$ cat src/rtl/fifo_rd_arb_pkg.sv
// Shared types, default sizes and the burst-length clamp for the FIFO read-port arbiter.
package fifo_rd_arb_pkg;

    typedef enum logic {
        IDLE  = 1'b0,
        BURST = 1'b1
    } arb_state_t;

    localparam int DEF_NUM_REQ        = 4;
    localparam int DEF_DATA_WIDTH     = 8;
    localparam int DEF_MAX_BURST      = 8;
    localparam int DEF_TIMEOUT_CYCLES = 16;

    // A zero-length request still moves one beat; oversized requests are capped.
    function automatic int unsigned clamp_burst_len(input int unsigned len,
                                                    input int unsigned max_burst);
        if (len == 0) begin
            return 1;
        end
        if (len > max_burst) begin
            return max_burst;
        end
        return len;
    endfunction

endpackage

$ cat src/rtl/fifo_rd_arbiter_rr.sv
// Combinational round-robin picker: first requester at or after rr_ptr, wrapping.
module rr_arbiter
    import fifo_rd_arb_pkg::*;
#(
    parameter int NUM_REQ = DEF_NUM_REQ,
    parameter int IDX_W   = $clog2(NUM_REQ)
) (
    input  logic [NUM_REQ-1:0] req,
    input  logic [IDX_W-1:0]   rr_ptr,
    output logic [NUM_REQ-1:0] pick,
    output logic [IDX_W-1:0]   pick_idx
);

    int unsigned cand;
    logic        found;

    always_comb begin
        pick     = '0;
        pick_idx = '0;
        found    = 1'b0;
        cand     = 0;
        for (int i = 0; i < NUM_REQ; i++) begin
            cand = (32'(rr_ptr) + 32'(i)) % NUM_REQ;
            if (!found && req[cand]) begin
                found      = 1'b1;
                pick[cand] = 1'b1;
                pick_idx   = IDX_W'(cand);
            end
        end
    end

endmodule

$ cat src/rtl/fifo_rd_arbiter.sv
// Round-robin burst arbiter for the FIFO read port (rd_clk domain).
// Define FIFO_RD_ARB_TIMEOUT_EN to force-release a grant stalled on an empty FIFO.
module fifo_rd_arbiter
    import fifo_rd_arb_pkg::*;
#(
    parameter int NUM_REQ        = DEF_NUM_REQ,
    parameter int DATA_WIDTH     = DEF_DATA_WIDTH,
    parameter int MAX_BURST      = DEF_MAX_BURST,
    parameter int BURST_WIDTH    = $clog2(MAX_BURST + 1),
    parameter int TIMEOUT_CYCLES = DEF_TIMEOUT_CYCLES
) (
    input  logic                           rd_clk,
    input  logic                           rd_rst_n,
    input  logic [NUM_REQ-1:0]             req,
    input  logic [NUM_REQ*BURST_WIDTH-1:0] req_len,
    output logic [NUM_REQ-1:0]             gnt,
    input  logic                           fifo_empty,
    output logic                           fifo_rd_en,
    input  logic [DATA_WIDTH-1:0]          fifo_rd_data,
    output logic [DATA_WIDTH-1:0]          out_data,
    output logic [NUM_REQ-1:0]             out_valid,
    output logic                           busy,
    output logic                           timeout
);

    localparam int IDX_W = $clog2(NUM_REQ);

    if (NUM_REQ < 2 || MAX_BURST < 1 || TIMEOUT_CYCLES < 1) begin : g_bad_params
        $error("fifo_rd_arbiter: illegal parameter combination");
    end

    arb_state_t             state, state_n;
    logic [IDX_W-1:0]       owner, owner_n, rr_ptr, rr_ptr_n, pick_idx;
    logic [NUM_REQ-1:0]     pick, gnt_n, out_valid_n;
    logic [BURST_WIDTH-1:0] count, count_n;
    logic [BURST_WIDTH-1:0] len_arr [NUM_REQ];
    logic                   busy_n, beat, burst_exit, stall_expire;

    for (genvar i = 0; i < NUM_REQ; i++) begin : g_len
        assign len_arr[i] = req_len[i*BURST_WIDTH +: BURST_WIDTH];
    end

    rr_arbiter #(
        .NUM_REQ (NUM_REQ),
        .IDX_W   (IDX_W)
    ) u_rr (
        .req      (req),
        .rr_ptr   (rr_ptr),
        .pick     (pick),
        .pick_idx (pick_idx)
    );

    assign beat       = (state == BURST) && req[owner] && !fifo_empty;
    assign fifo_rd_en = beat;
    assign out_data   = fifo_rd_data;

`ifdef FIFO_RD_ARB_TIMEOUT_EN
    localparam int STALL_W = $clog2(TIMEOUT_CYCLES + 1);

    logic [STALL_W-1:0] stall_cnt;
    logic               stall;
    logic               timeout_q;

    assign stall        = (state == BURST) && req[owner] && fifo_empty;
    assign stall_expire = stall && (stall_cnt == STALL_W'(TIMEOUT_CYCLES - 1));
    assign timeout      = timeout_q;

    always_ff @(posedge rd_clk or negedge rd_rst_n) begin
        if (!rd_rst_n) begin
            stall_cnt <= '0;
            timeout_q <= 1'b0;
        end else begin
            timeout_q <= stall_expire;
            stall_cnt <= (stall && !stall_expire) ? stall_cnt + 1'b1 : '0;
        end
    end
`else
    assign stall_expire = 1'b0;
    assign timeout      = 1'b0;
`endif

    // out_valid reuses gnt as onehot(owner) so it lines up with the FIFO's registered data.
    always_comb begin
        state_n     = state;
        owner_n     = owner;
        count_n     = count;
        rr_ptr_n    = rr_ptr;
        gnt_n       = gnt;
        busy_n      = busy;
        out_valid_n = '0;
        burst_exit  = 1'b0;
        case (state)
            IDLE: begin
                if (|req) begin
                    owner_n = pick_idx;
                    count_n = BURST_WIDTH'(clamp_burst_len(32'(len_arr[pick_idx]), MAX_BURST));
                    gnt_n   = pick;
                    busy_n  = 1'b1;
                    state_n = BURST;
                end
            end
            BURST: begin
                if (!req[owner]) begin
                    burst_exit = 1'b1;
                end else if (beat) begin
                    out_valid_n = gnt;
                    count_n     = count - 1'b1;
                    burst_exit  = (count == BURST_WIDTH'(1));
                end else if (stall_expire) begin
                    burst_exit = 1'b1;
                end
                if (burst_exit) begin
                    state_n  = IDLE;
                    gnt_n    = '0;
                    busy_n   = 1'b0;
                    rr_ptr_n = (owner == IDX_W'(NUM_REQ - 1)) ? '0 : owner + 1'b1;
                end
            end
            default: state_n = IDLE;
        endcase
    end

    always_ff @(posedge rd_clk or negedge rd_rst_n) begin
        if (!rd_rst_n) begin
            state     <= IDLE;
            owner     <= '0;
            count     <= '0;
            rr_ptr    <= '0;
            gnt       <= '0;
            busy      <= 1'b0;
            out_valid <= '0;
        end else begin
            state     <= state_n;
            owner     <= owner_n;
            count     <= count_n;
            rr_ptr    <= rr_ptr_n;
            gnt       <= gnt_n;
            busy      <= busy_n;
            out_valid <= out_valid_n;
        end
    end

endmodule

$ cat config.mk
export PLATFORM = sky130hd
export DESIGN_NAME = fifo_rd_arbiter
export DESIGN_NICKNAME = d
export VERILOG_FILES = /design/src/rtl/fifo_rd_arb_pkg.sv /design/src/rtl/fifo_rd_arbiter_rr.sv /design/src/rtl/fifo_rd_arbiter.sv
export SDC_FILE = /design/constraint.sdc
export NUM_CORES = 1
export LEC_CHECK = 0
export ABC_AREA = 1
export ABC_CLOCK_PERIOD_IN_PS = 7200
export CORE_UTILIZATION = 50
export DETAILED_ROUTE_END_ITERATION = 16
export PLACE_DENSITY_LB_ADDON = 0.12
export SETUP_SLACK_MARGIN = 0.5
export SYNTH_ARGS = -nofsm -noshare
export SYNTH_HDL_FRONTEND = slang
export SYNTH_SLANG_ARGS = --single-unit
$ cat constraint.sdc
create_clock -name rd_clk -period 7.2 [get_ports rd_clk]
set_clock_uncertainty 0.15 [all_clocks]
set_input_delay 1.8 -clock rd_clk [delete_from_list [all_inputs] [get_ports rd_clk]]
set_output_delay 1.8 -clock rd_clk [all_outputs]
set_load 0.02 [all_outputs]
---- Word level (Yosys, flattened, before mapping) ----
Index checks and enable logic that the tools add are counted.
storage, ports and cells
  register bits after elaboration ......... 18
  bits of input ports ..................... 31
  logic and storage cells ................. 116
operators by class
  $add $sub $neg .......................... 5
  magnitude comparators ................... 11
  equal/unequal tests ..................... 6
  mux-type cells .......................... 63
  bitwise operators ....................... 5
  reduce and logical (&&, ||, !) cells .... 19
operators with widths
  cell                   number
  $mux W4                17
  $mux W1                27
  $pmux W4 S2            2
  $lt A2 B3 Y1 const B   5
  $or A4 B4 Y4           3
  $bmux W1 S2            5
  $mux W2                5
  $logic_and A1 B1 Y1    9
  $bmux W4 S2            1
  $demux W1 S2           4
  $ge A2 B1 Y1 const B   4
  $reduce_and A2 Y1      3
  $add A2 B1 Y2 const B  2
  $add A2 B2 Y2 const B  2
  $eq A4 B1 Y1 const B   1
  $gt A4 B4 Y1 const B   1
  $logic_not A1 Y1       4
  $logic_not A4 Y1       1
  $ne A2 B1 Y1 const B   2
  $ne A2 B2 Y1 const B   2
  $pmux W1 S2            2
  $reduce_or A4 Y1       1
  $sub A4 B1 Y4 const B  1
  $ge A3 B3 Y1 const B   1
  other kinds (4)        4

---- Longest topological paths before layout ----
Gate-level depths: netlist (run 1).
  depth in word-level cells ............... 27
  depth in mapped cells ................... 18
  mapped depth without buffers ............ 17

---- Modules after synthesis ----
From an unflattened synthesis (run 1), not the netlist that was laid out.
second synthesis, totals
  cell total of the unflattened synthesis .. 225
  area total of the unflattened synthesis .. 1,549.0 µm²
modules (own cells, without submodules)
  module           times used  cells an instance  area each (µm²)
  fifo_rd_arbiter  1           152                1,109.8
  rr_arbiter       1           73                 439.2

---- Least setup slack after synthesis (run 1) ----
OpenSTA, ideal clock, no wires.
  path kind ............................... input to output
  start point ............................. input port req[2]
  end point ............................... output port fifo_rd_en
  arrival ................................. 2.421 ns
  path slack .............................. 2.829 ns
  stages .................................. 4
  cells stage by stage .................... o21ai_0 o22ai_1 nand2_1 nor2_1
between the ends
  word-level cells in the longest chain between the ends .. 4
RTL lines
  item                              RTL line               source
  start: declaration                fifo_rd_arbiter.sv:14  input logic [NUM_REQ-1:0] req,
  $bmux W1 S2                       fifo_rd_arbiter.sv:53  assign beat = (state == BURST) && req[owner] && !fifo_empty;
  $mux W1 (implied by the code)     fifo_rd_arbiter.sv:53
  $logic_and A1 B1 Y1 (2 in a row)  fifo_rd_arbiter.sv:53
  end: declaration                  fifo_rd_arbiter.sv:18  output logic fifo_rd_en,
Every way passes these cells. The select of a mux whose other input is x is not followed.

---- Worst setup path after layout (run 1) ----
  start point ............................. input port req[3]
  end point ............................... output port fifo_rd_en
The elaborated chain is that of the path after synthesis.

==> impl_metrics.ini, run 1 <==
[detailed_routing]
first_iter_violations = 75
drt_pre_antenna_iters = 10
drt-vias-per-instance = 5.404
avgRoutedWirePerCell_um = 12.95
wl_um = 3366
num_vias = 1405
drc_errors = 3
ant_nets = 0

[synth]
synth_cell_types = 29
ys_seq_area_share_pct = 29.53
ys_ff_latch = 18
synth_top_area_share_pct = 29.53
synth_top_area_cell = dfrtp_1
syn_nets = 245
synth.area.top_cells = dfrtp_1 (30%), nand2_1 (11%), ha_1 (7.4%)
yosys_warnings = 0
syn_area_um2 = 1525
avgSynthCellArea_um2 = 7.440
syn_inst = 205

[cells_and_area]
final_common_cell = nand2_1
area_delta_synth_final_pct = 19.61
num_antenna_cells = 0
final_cell_mix = nand2_1 (43), clkdlybuf4s50_1 (32), inv_1 (29)
fin_nets = 271
final_cell_area_um2 = 1824
fin_cells = 260
drive_above_1_share_pct = 13.10

[floorplanning]
ios = 50
die-area_um2 = 3275
core-area_um2 = 2829
dieWidth_um = 57.23
start_util_pct = 53.91
chipHeight_um = 57.23
num_rows = 19

[place]
portBuffers = 32
post_dp_cell_area_um2 = 1802
gp_congestion = 0.8801
dpl_worst_slack_ns = 1.698
dp_hpwl_um = 2738
dp.cells = 257

[setup_path]
criticalPathCategory = input pin to output pin
crit_slowest_cell = clkdlybuf4s50_1
worstPathMaxFanout = 4
crit_chain = clkdlybuf4s50_1 > nor2_1 > o22ai_1 > nand2_1 > nor2_1 > clkdlybuf4s50_1
worstPathRequired_ns = 5.25
arrival_ns = 3.57
startpoint_type = input pin
crit_path_max_incr_delay_ns = 0.64
endpoint_kind = output pin

[power_and_ir_drop]
p_leak_uw = 0.0008931
p_per_area_nw_per_um2 = 507.4
swShare_pct = 56.48
seqPwrFrac_pct = 20.5
power.share.clock_pct = 5.1
ir_drop_v = 0.0002741
internal-power_uw = 402.8
p_sw_uw = 522.8
combPwrFrac_pct = 74.4

[timing]
timing.hold.ws_ns = 0.3586
drv_slew = 0
hold_viol = 0
fmax_ghz = 0.1812
fin_crit_sh_pct = 76.65
layout_min_cycle_time_ns = 5.519
slew-limit-headroom_pct = 48.87
tightestPinTransition_ns = 0.7645
setup_tns_ns = 0
setup-violations-final = 0
setup_ws_ns = 1.681
rsz0062_at_grt = false

[worst_hold_path]
hold_path.class = flop to flop

[clock_tree]
clock_sinks = 18
cts_hold_buf = 0
cts_buffer_depth = 2
cts-resized-gates = 0
root_buffer = clkbuf_4
clkLatencyLatePin_ns = 0.28
cts_tree = built
htreeDepth = 1
numCtsBuffers = 3
cts_setup_buffers = 0
clk_pin_slew_ns = 0.10

[outcome]
failed_checks = design-rule violations
outcome = finished, violations left

[global_routing]
grt_usage_pct = 22.00
grt_pass1_wl_um = 5727
antenna_found_initial = 0
grt_max_degree = 19
grt_pass1_vias = 1387
grt-ovfl-total = 0

[job]
drv_cap = 0
-- cell families after synthesis --
kind of cell	Yosys count	synth area share (%)
other	1	0.2459
AND/OR/NAND/NOR	99	34.86
AO/OA/AOI/OAI	35	14.69
adder cells (fa/ha/maj)	9	7.383
flip-flops	18	29.53
buffers and inverters	43	13.29
-- worst paths after layout --
path	start	end	slack, ns	depth (start not counted)
hold / removal	busy	busy	0.36	1
min in group asynchronous	rd_rst_n	rr_ptr[0]	1.81	1
max in group asynchronous	rd_rst_n	out_valid[1]	4.61	1
setup reg to reg	rr_ptr[0]	count[1]	4.28	16
hold reg to reg	busy	busy	0.36	1
setup / recovery	req[3]	fifo_rd_en	1.68	6
-- critical path, delay by kind of cell --
kind | cells | cell delay (ns)
and+or+nand+nor | 3 | 0.33
buffers and inverters | 2 | 1.17
AOI/OAI and AO/OA | 1 | 0.27
-- stage by stage --
step                utilization (%)  power [uW]
finish                        64.48       925.7
CTS                           64.48       924.6
floorplan                         -       741.5
detailed placement            63.69       874.8
global route                  64.48        1017
global placement              63.69       847.9
-- cells in the mapped netlist --
cell / instances
a21boi_1: 1
a21oi_1: 5
a21oi_2: 3
a221oi_1: 3
a22oi_1: 1
buf_4: 9
buf_6: 1
clkbuf_1: 1
conb_1: 1
dfrtp_1: 18
ha_1: 9
inv_1: 29
inv_2: 3
nand2_1: 43
nand2_2: 5
nand2_4: 3
nand3_1: 15
nand3_2: 8
nand4_1: 2
nand4_4: 1
nor2_1: 18
nor2_4: 2
nor2_8: 1
nor4_1: 1
o21a_1: 1
o21ai_0: 10
o21ai_2: 1
o22ai_1: 8
o31ai_1: 2
-- metal layers --
metal	routed length [um]	GRT usage (%)	share of wire, %	vias to the layer above
li1	-	-	-	714
met1	1541	27.29	46	645
met2	1638	40.34	49	36
met3	137	0.6803	4.1	10
met4	48	8.711	1.4	0
met5	0	0	0	-
-- sequential cells by signal (all words and copies together), names as in the netlist --
register	cells
state	1
busy	1
count	4
owner	2
rr_ptr	2
out_valid	4
gnt	4
-- power groups by stage --
| stage | Sequential [uW] | Combinational [uW] | Clock, uW |
|---|---|---|---|
| floorplan | 185 | 557 | 0 |
| global placement | 187 | 661 | 0 |
| detailed placement | 190 | 685 | 0 |
| CTS | 188 | 687 | 50.0 |
| global route | 194 | 768 | 54.8 |
| finish | 189 | 689 | 47.5 |
-- area by class of cell --
type | instances | area [um2]
Multi-Input combinational cell | 144 | 872.1
Fill cell | 272 | 1005
Timing Repair Buffer | 32 | 320.3
Sequential cell | 18 | 450.4
Inverter | 32 | 120.1
Clock buffer | 3 | 22.52
Tap cell | 31 | 38.79
(Power assumes the default switching activity.)
==> run 2, diff against run 1 <==
--- a/config.mk
+++ b/config.mk
@@ -6,8 +6,8 @@
 export NUM_CORES = 1
 export LEC_CHECK = 0
 export ABC_AREA = 1
-export ABC_CLOCK_PERIOD_IN_PS = 7200
-export CORE_UTILIZATION = 50
+export ABC_CLOCK_PERIOD_IN_PS = 5500
+export CORE_UTILIZATION = 46
 export DETAILED_ROUTE_END_ITERATION = 16
 export PLACE_DENSITY_LB_ADDON = 0.12
 export SETUP_SLACK_MARGIN = 0.5
==> constraint.sdc (replaced) <==
create_clock -name rd_clk -period 5.5 [get_ports rd_clk]
set_clock_uncertainty 0.15 [all_clocks]
set_input_delay 1.375 -clock rd_clk [delete_from_list [all_inputs] [get_ports rd_clk]]
set_output_delay 1.375 -clock rd_clk [all_outputs]
set_load 0.02 [all_outputs]
==> run 2 against run 1 <==
Net effect: the run now ends clean; via count is 1.0% higher; first-iteration DRC count is 44% lower; total power is 31% higher; largest cell class unchanged.
==> impl_metrics.ini, run 2 (synthesis results as in run 1) <==
[outcome]
outcome = finished clean

[setup_path]
worstPathMaxFanout = 4
worstPathRequired_ns = 3.97
criticalPathCategory = input pin to output pin
arrival_ns = 3.14
endpoint_kind = output pin
startpoint_type = input pin

[floorplanning]
die-area_um2 = 3550
ios = 50
chipHeight_um = 59.58
num_rows = 20
core-area_um2 = 3103
dieWidth_um = 59.58
start_util_pct = 49.15

[detailed_routing]
routed.top_layer = met4
drc_errors = 0
met3RoutedLength_um = 190
drt-met1-wl_um = 1400
first_iter_violations = 42
avgRoutedWirePerCell_um = 11.89
ant_nets = 0
wl_met2_um = 1591
drt_pre_antenna_iters = 4
num_vias = 1419
drt-vias-per-instance = 5.179
wl_um = 3258

[cells_and_area]
final_cell_area_um2 = 1854
fin_nets = 271
fin_cells = 274
seq_area_um2 = 450.4
area_delta_synth_final_pct = 21.58
nFillCells = 294
multi_input_area_um2 = 872.1
drive_above_1_share_pct = 13.48
final_cell_mix = nand2_1 (43), clkdlybuf4s50_1 (32), inv_1 (29)
final_common_cell = nand2_1
top_regs = count x4, gnt x4, out_valid x4
num_antenna_cells = 0

[timing]
setup-violations-final = 0
layout_min_cycle_time_ns = 4.662
tightestPinTransition_ns = 0.7648
hold_viol = 0
rsz0062_at_grt = false
setup_ws_ns = 0.8377
fin_crit_sh_pct = 84.77
setup_tns_ns = 0
fmax_ghz = 0.2145
slew-limit-headroom_pct = 48.86
drv_slew = 0

[clock_tree]
clkLatencyLatePin_ns = 0.29
cts_setup_buffers = 0
numCtsBuffers = 3
clk_pin_slew_ns = 0.10
cts_buffer_depth = 2
cts-resized-gates = 0
cts_hold_buf = 0
clock_sinks = 18
cts_tree = built
htreeDepth = 1
root_buffer = clkbuf_4

[power_and_ir_drop]
p_per_area_nw_per_um2 = 655.5
ir_drop_v = 0.0003494
p_leak_uw = 0.0009003

[global_routing]
grt_pass1_vias = 1352
grt_max_degree = 19
grt-ovfl-total = 0
antenna_found_initial = 0
grt_usage_pct = 20.06
grt_pass1_wl_um = 5437

[place]
dpl_worst_slack_ns = 0.8605
post_dp_cell_area_um2 = 1818
gp_congestion = 0.7881
dp_hpwl_um = 2656
dp.cells = 270
portBuffers = 32

[worst_hold_path]
hold_path.class = flop to flop

[job]
drv_cap = 0
run 2: worst paths after layout:
path,depth (start not counted),slack (ns),end,startpoint
worst min register to register,1,0.37,busy,busy
max in group asynchronous,1,3.35,count[0],rd_rst_n
worst max-delay path,6,0.84,fifo_rd_en,req[3]
worst min-delay path,1,0.37,busy,busy
min in group asynchronous,1,1.38,gnt[0],rd_rst_n
worst max register to register,16,2.65,count[0],rr_ptr[0]
run 2: metal layers:
layer | vias up | global-route usage [%]
li1 | 713 | -
met1 | 628 | 23.71
met2 | 66 | 36.44
met3 | 12 | 2.620
met4 | 0 | 7.973
met5 | - | 0
run 2: worst max-delay path: stages:
cell	delay, ns
clkdlybuf4s50_1	0.55
nor2_1	0.07
o22ai_1	0.22
nand2_1	0.07
nor2_1	0.20
clkdlybuf4s50_1	0.65
run 2: cell type report:
cell class	instances	area share, %
Tap cell	44	2.969
Clock buffer	4	1.957
Multi-Input combinational cell	144	47.03
Inverter	32	6.478
Sequential cell	18	24.29
Timing Repair Buffer	32	17.27
run 2: metrics by stage:
stage / util, % / power (uW) / hold slack [ns]
after floorplan: - / 970.7 / 0.3428
after global placement: 58.59 / 1105 / 0.3373
after detailed placement: 58.59 / 1136 / 0.3431
after CTS: 59.76 / 1219 / 0.3671
after global routing: 59.76 / 1346 / 0.3934
final: 59.76 / 1216 / 0.3658
run 2: power breakdown:
group	internal, uW	switching, uW	leakage, uW	total (uW)
sequential	184	59.4	0.000227	244
combinational	320	573	0.000653	893
clock	40.3	39.0	0.0000210	79.3
==> run 3, diff against run 2 <==
--- a/config.mk
+++ b/config.mk
@@ -6,7 +6,7 @@
 export NUM_CORES = 1
 export LEC_CHECK = 0
 export ABC_AREA = 1
-export ABC_CLOCK_PERIOD_IN_PS = 5500
+export ABC_CLOCK_PERIOD_IN_PS = 4400
 export CORE_UTILIZATION = 46
 export DETAILED_ROUTE_END_ITERATION = 16
 export PLACE_DENSITY_LB_ADDON = 0.12
==> constraint.sdc (replaced) <==
create_clock -name rd_clk -period 4.4 [get_ports rd_clk]
set_clock_uncertainty 0.15 [all_clocks]
set_input_delay 1.1 -clock rd_clk [delete_from_list [all_inputs] [get_ports rd_clk]]
set_output_delay 1.1 -clock rd_clk [all_outputs]
set_load 0.02 [all_outputs]
==> run 3 against run 2 <==
Net effect: combinational power grew 25%; sequential share of layout area grew 0.25 points; critical endpoint unchanged; clock power shrank 5.5%; core utilization shrank 0.60 points; highest routed layer unchanged.
==> impl_metrics.ini, run 3 (synthesis results as in run 1) <==
[outcome]
outcome = finished clean

[cells_and_area]
fin_nets = 271
area_delta_synth_final_pct = 20.34
final_cell_mix = nand2_1 (43), clkdlybuf4s50_1 (31), inv_1 (29)
num_antenna_cells = 0
top_regs = count x4, gnt x4, out_valid x4
drive_above_1_share_pct = 13.54
fin_cells = 273
final_common_cell = nand2_1

[floorplanning]
start_util_pct = 49.15
core-area_um2 = 3103
dieWidth_um = 59.58
die-area_um2 = 3550
chipHeight_um = 59.58
num_rows = 20
ios = 50

[detailed_routing]
avgRoutedWirePerCell_um = 12.00
ant_nets = 0
drt-vias-per-instance = 5.304
wl_um = 3275
first_iter_violations = 48
drt_pre_antenna_iters = 5
num_vias = 1448
drc_errors = 0

[timing]
setup_tns_ns = 0
drv_slew = 0
rsz0062_at_grt = false
hold_viol = 0
fin_crit_sh_pct = 83.86
layout_min_cycle_time_ns = 3.690
slew-limit-headroom_pct = 48.19
fmax_ghz = 0.2710
setup_ws_ns = 0.7102
setup-violations-final = 0
tightestPinTransition_ns = 0.7748

[power_and_ir_drop]
power.share.clock_pct = 5.0
seqPwrFrac_pct = 20.5
p_leak_uw = 0.0008941
combPwrFrac_pct = 74.5
p_per_area_nw_per_um2 = 815.6
swShare_pct = 55.96
internal-power_uw = 659.2
p_sw_uw = 837.8
ir_drop_v = 0.0003866

[clock_tree]
clock_sinks = 18
htreeDepth = 1
cts_setup_buffers = 0
root_buffer = clkbuf_4
cts_tree = built
cts_buffer_depth = 2
numCtsBuffers = 3
clk_pin_slew_ns = 0.09
clkLatencyLatePin_ns = 0.28

[place]
portBuffers = 32
dpl_worst_slack_ns = 0.3049
dp.cells = 270
dp_hpwl_um = 2718
gp_congestion = 0.7884

[setup_path]
worst_path_most_repeated_cell = nor2_1
arrival_ns = 2.44
crit_path_max_incr_delay_ns = 0.55
crit-reg2reg-launch = rr_ptr[0]
crit_slowest_cell = clkdlybuf4s50_1
worstPathMaxFanout = 4
worstSetupStartpoint = req[3]
endpoint_kind = output pin
criticalPathCategory = input pin to output pin
crit_chain = clkdlybuf4s50_1 > nor2_1 > o22ai_1 > nand2_1 > nor2_1 > clkbuf_2
startpoint_type = input pin
worstPathRequired_ns = 3.15

[worst_hold_path]
hold_path.class = flop to flop
min_from = busy

[global_routing]
grt_pass1_vias = 1332
grt-ovfl-total = 0
grt_max_degree = 19
grt_pass1_wl_um = 5457
grt_usage_pct = 20.09
antenna_found_initial = 0

[job]
drv_cap = 0
-- run 3: cell types whose count changed in the layout (fill, tap and decap cells not counted) --
cell and change:
clkbuf_2 +1, clkdlybuf4s50_1 -1, clkbuf_8 -1
-- run 3: power groups by stage --
stage,Clock [uW],Combinational [uW],Sequential (uW)
after floorplan,0,911,302
after global placement,0,1080,305
after detailed placement,0,1110,309
after CTS,78.2,1110,306
after global routing,85.2,1250,316
final,74.9,1120,307
-- run 3: worst paths after layout --
check	end	slack, ns	depth (start not counted)
setup / recovery	fifo_rd_en	0.71	6
hold / removal	busy	0.36	1
setup reg to reg	count[0]	1.53	16
hold reg to reg	busy	0.36	1
max in group asynchronous	out_valid[0]	2.50	1
min in group asynchronous	gnt[3]	1.12	1
-- run 3: layout make-up --
class                      instances  area, um2
inverter                          32      120.1
tap                               44      55.05
clock buffer                       3      22.52
multi-input combinational        144      872.1
timing repair buffer              32      315.3
fill                             302       1267
sequential                        18      450.4
-- run 3: critical path: cells and delay by family --
kind                   cells  cell delay, ns
AND/OR/NAND/NOR            3            0.34
buffers and inverters      2            0.76
AO/OA/AOI/OAI              1            0.23
-- run 3: metal layers --
| metal | global-route usage (%) | vias to the layer above | part of all wire [%] |
|---|---|---|---|
| met2 | 35.63 | 77 | 48 |
| met4 | 7.309 | 0 | 1.9 |
| li1 | - | 710 | - |
| met3 | 4.585 | 10 | 8.8 |
| met1 | 23.51 | 651 | 41 |
| met5 | 0 | - | 0 |
-- run 3: what timing repair did --
item / in CTS / in global routing
hold buffers: 0 / 0
endpoints found under the setup margin: 1 / 1
gates resized for setup: 1 / 2
-- run 3: per-stage QoR --
step / total power, uW / util [%] / instance area, um2 / hold WS, ns
after floorplan: 1213 / - / 1525 / 0.3428
after global placement: 1382 / 58.59 / 1818 / 0.3373
after detailed placement: 1421 / 58.59 / 1818 / 0.3431
after CTS: 1498 / 59.27 / 1839 / 0.3644
after global routing: 1647 / 59.15 / 1836 / 0.4003
final: 1497 / 59.15 / 1836 / 0.3630
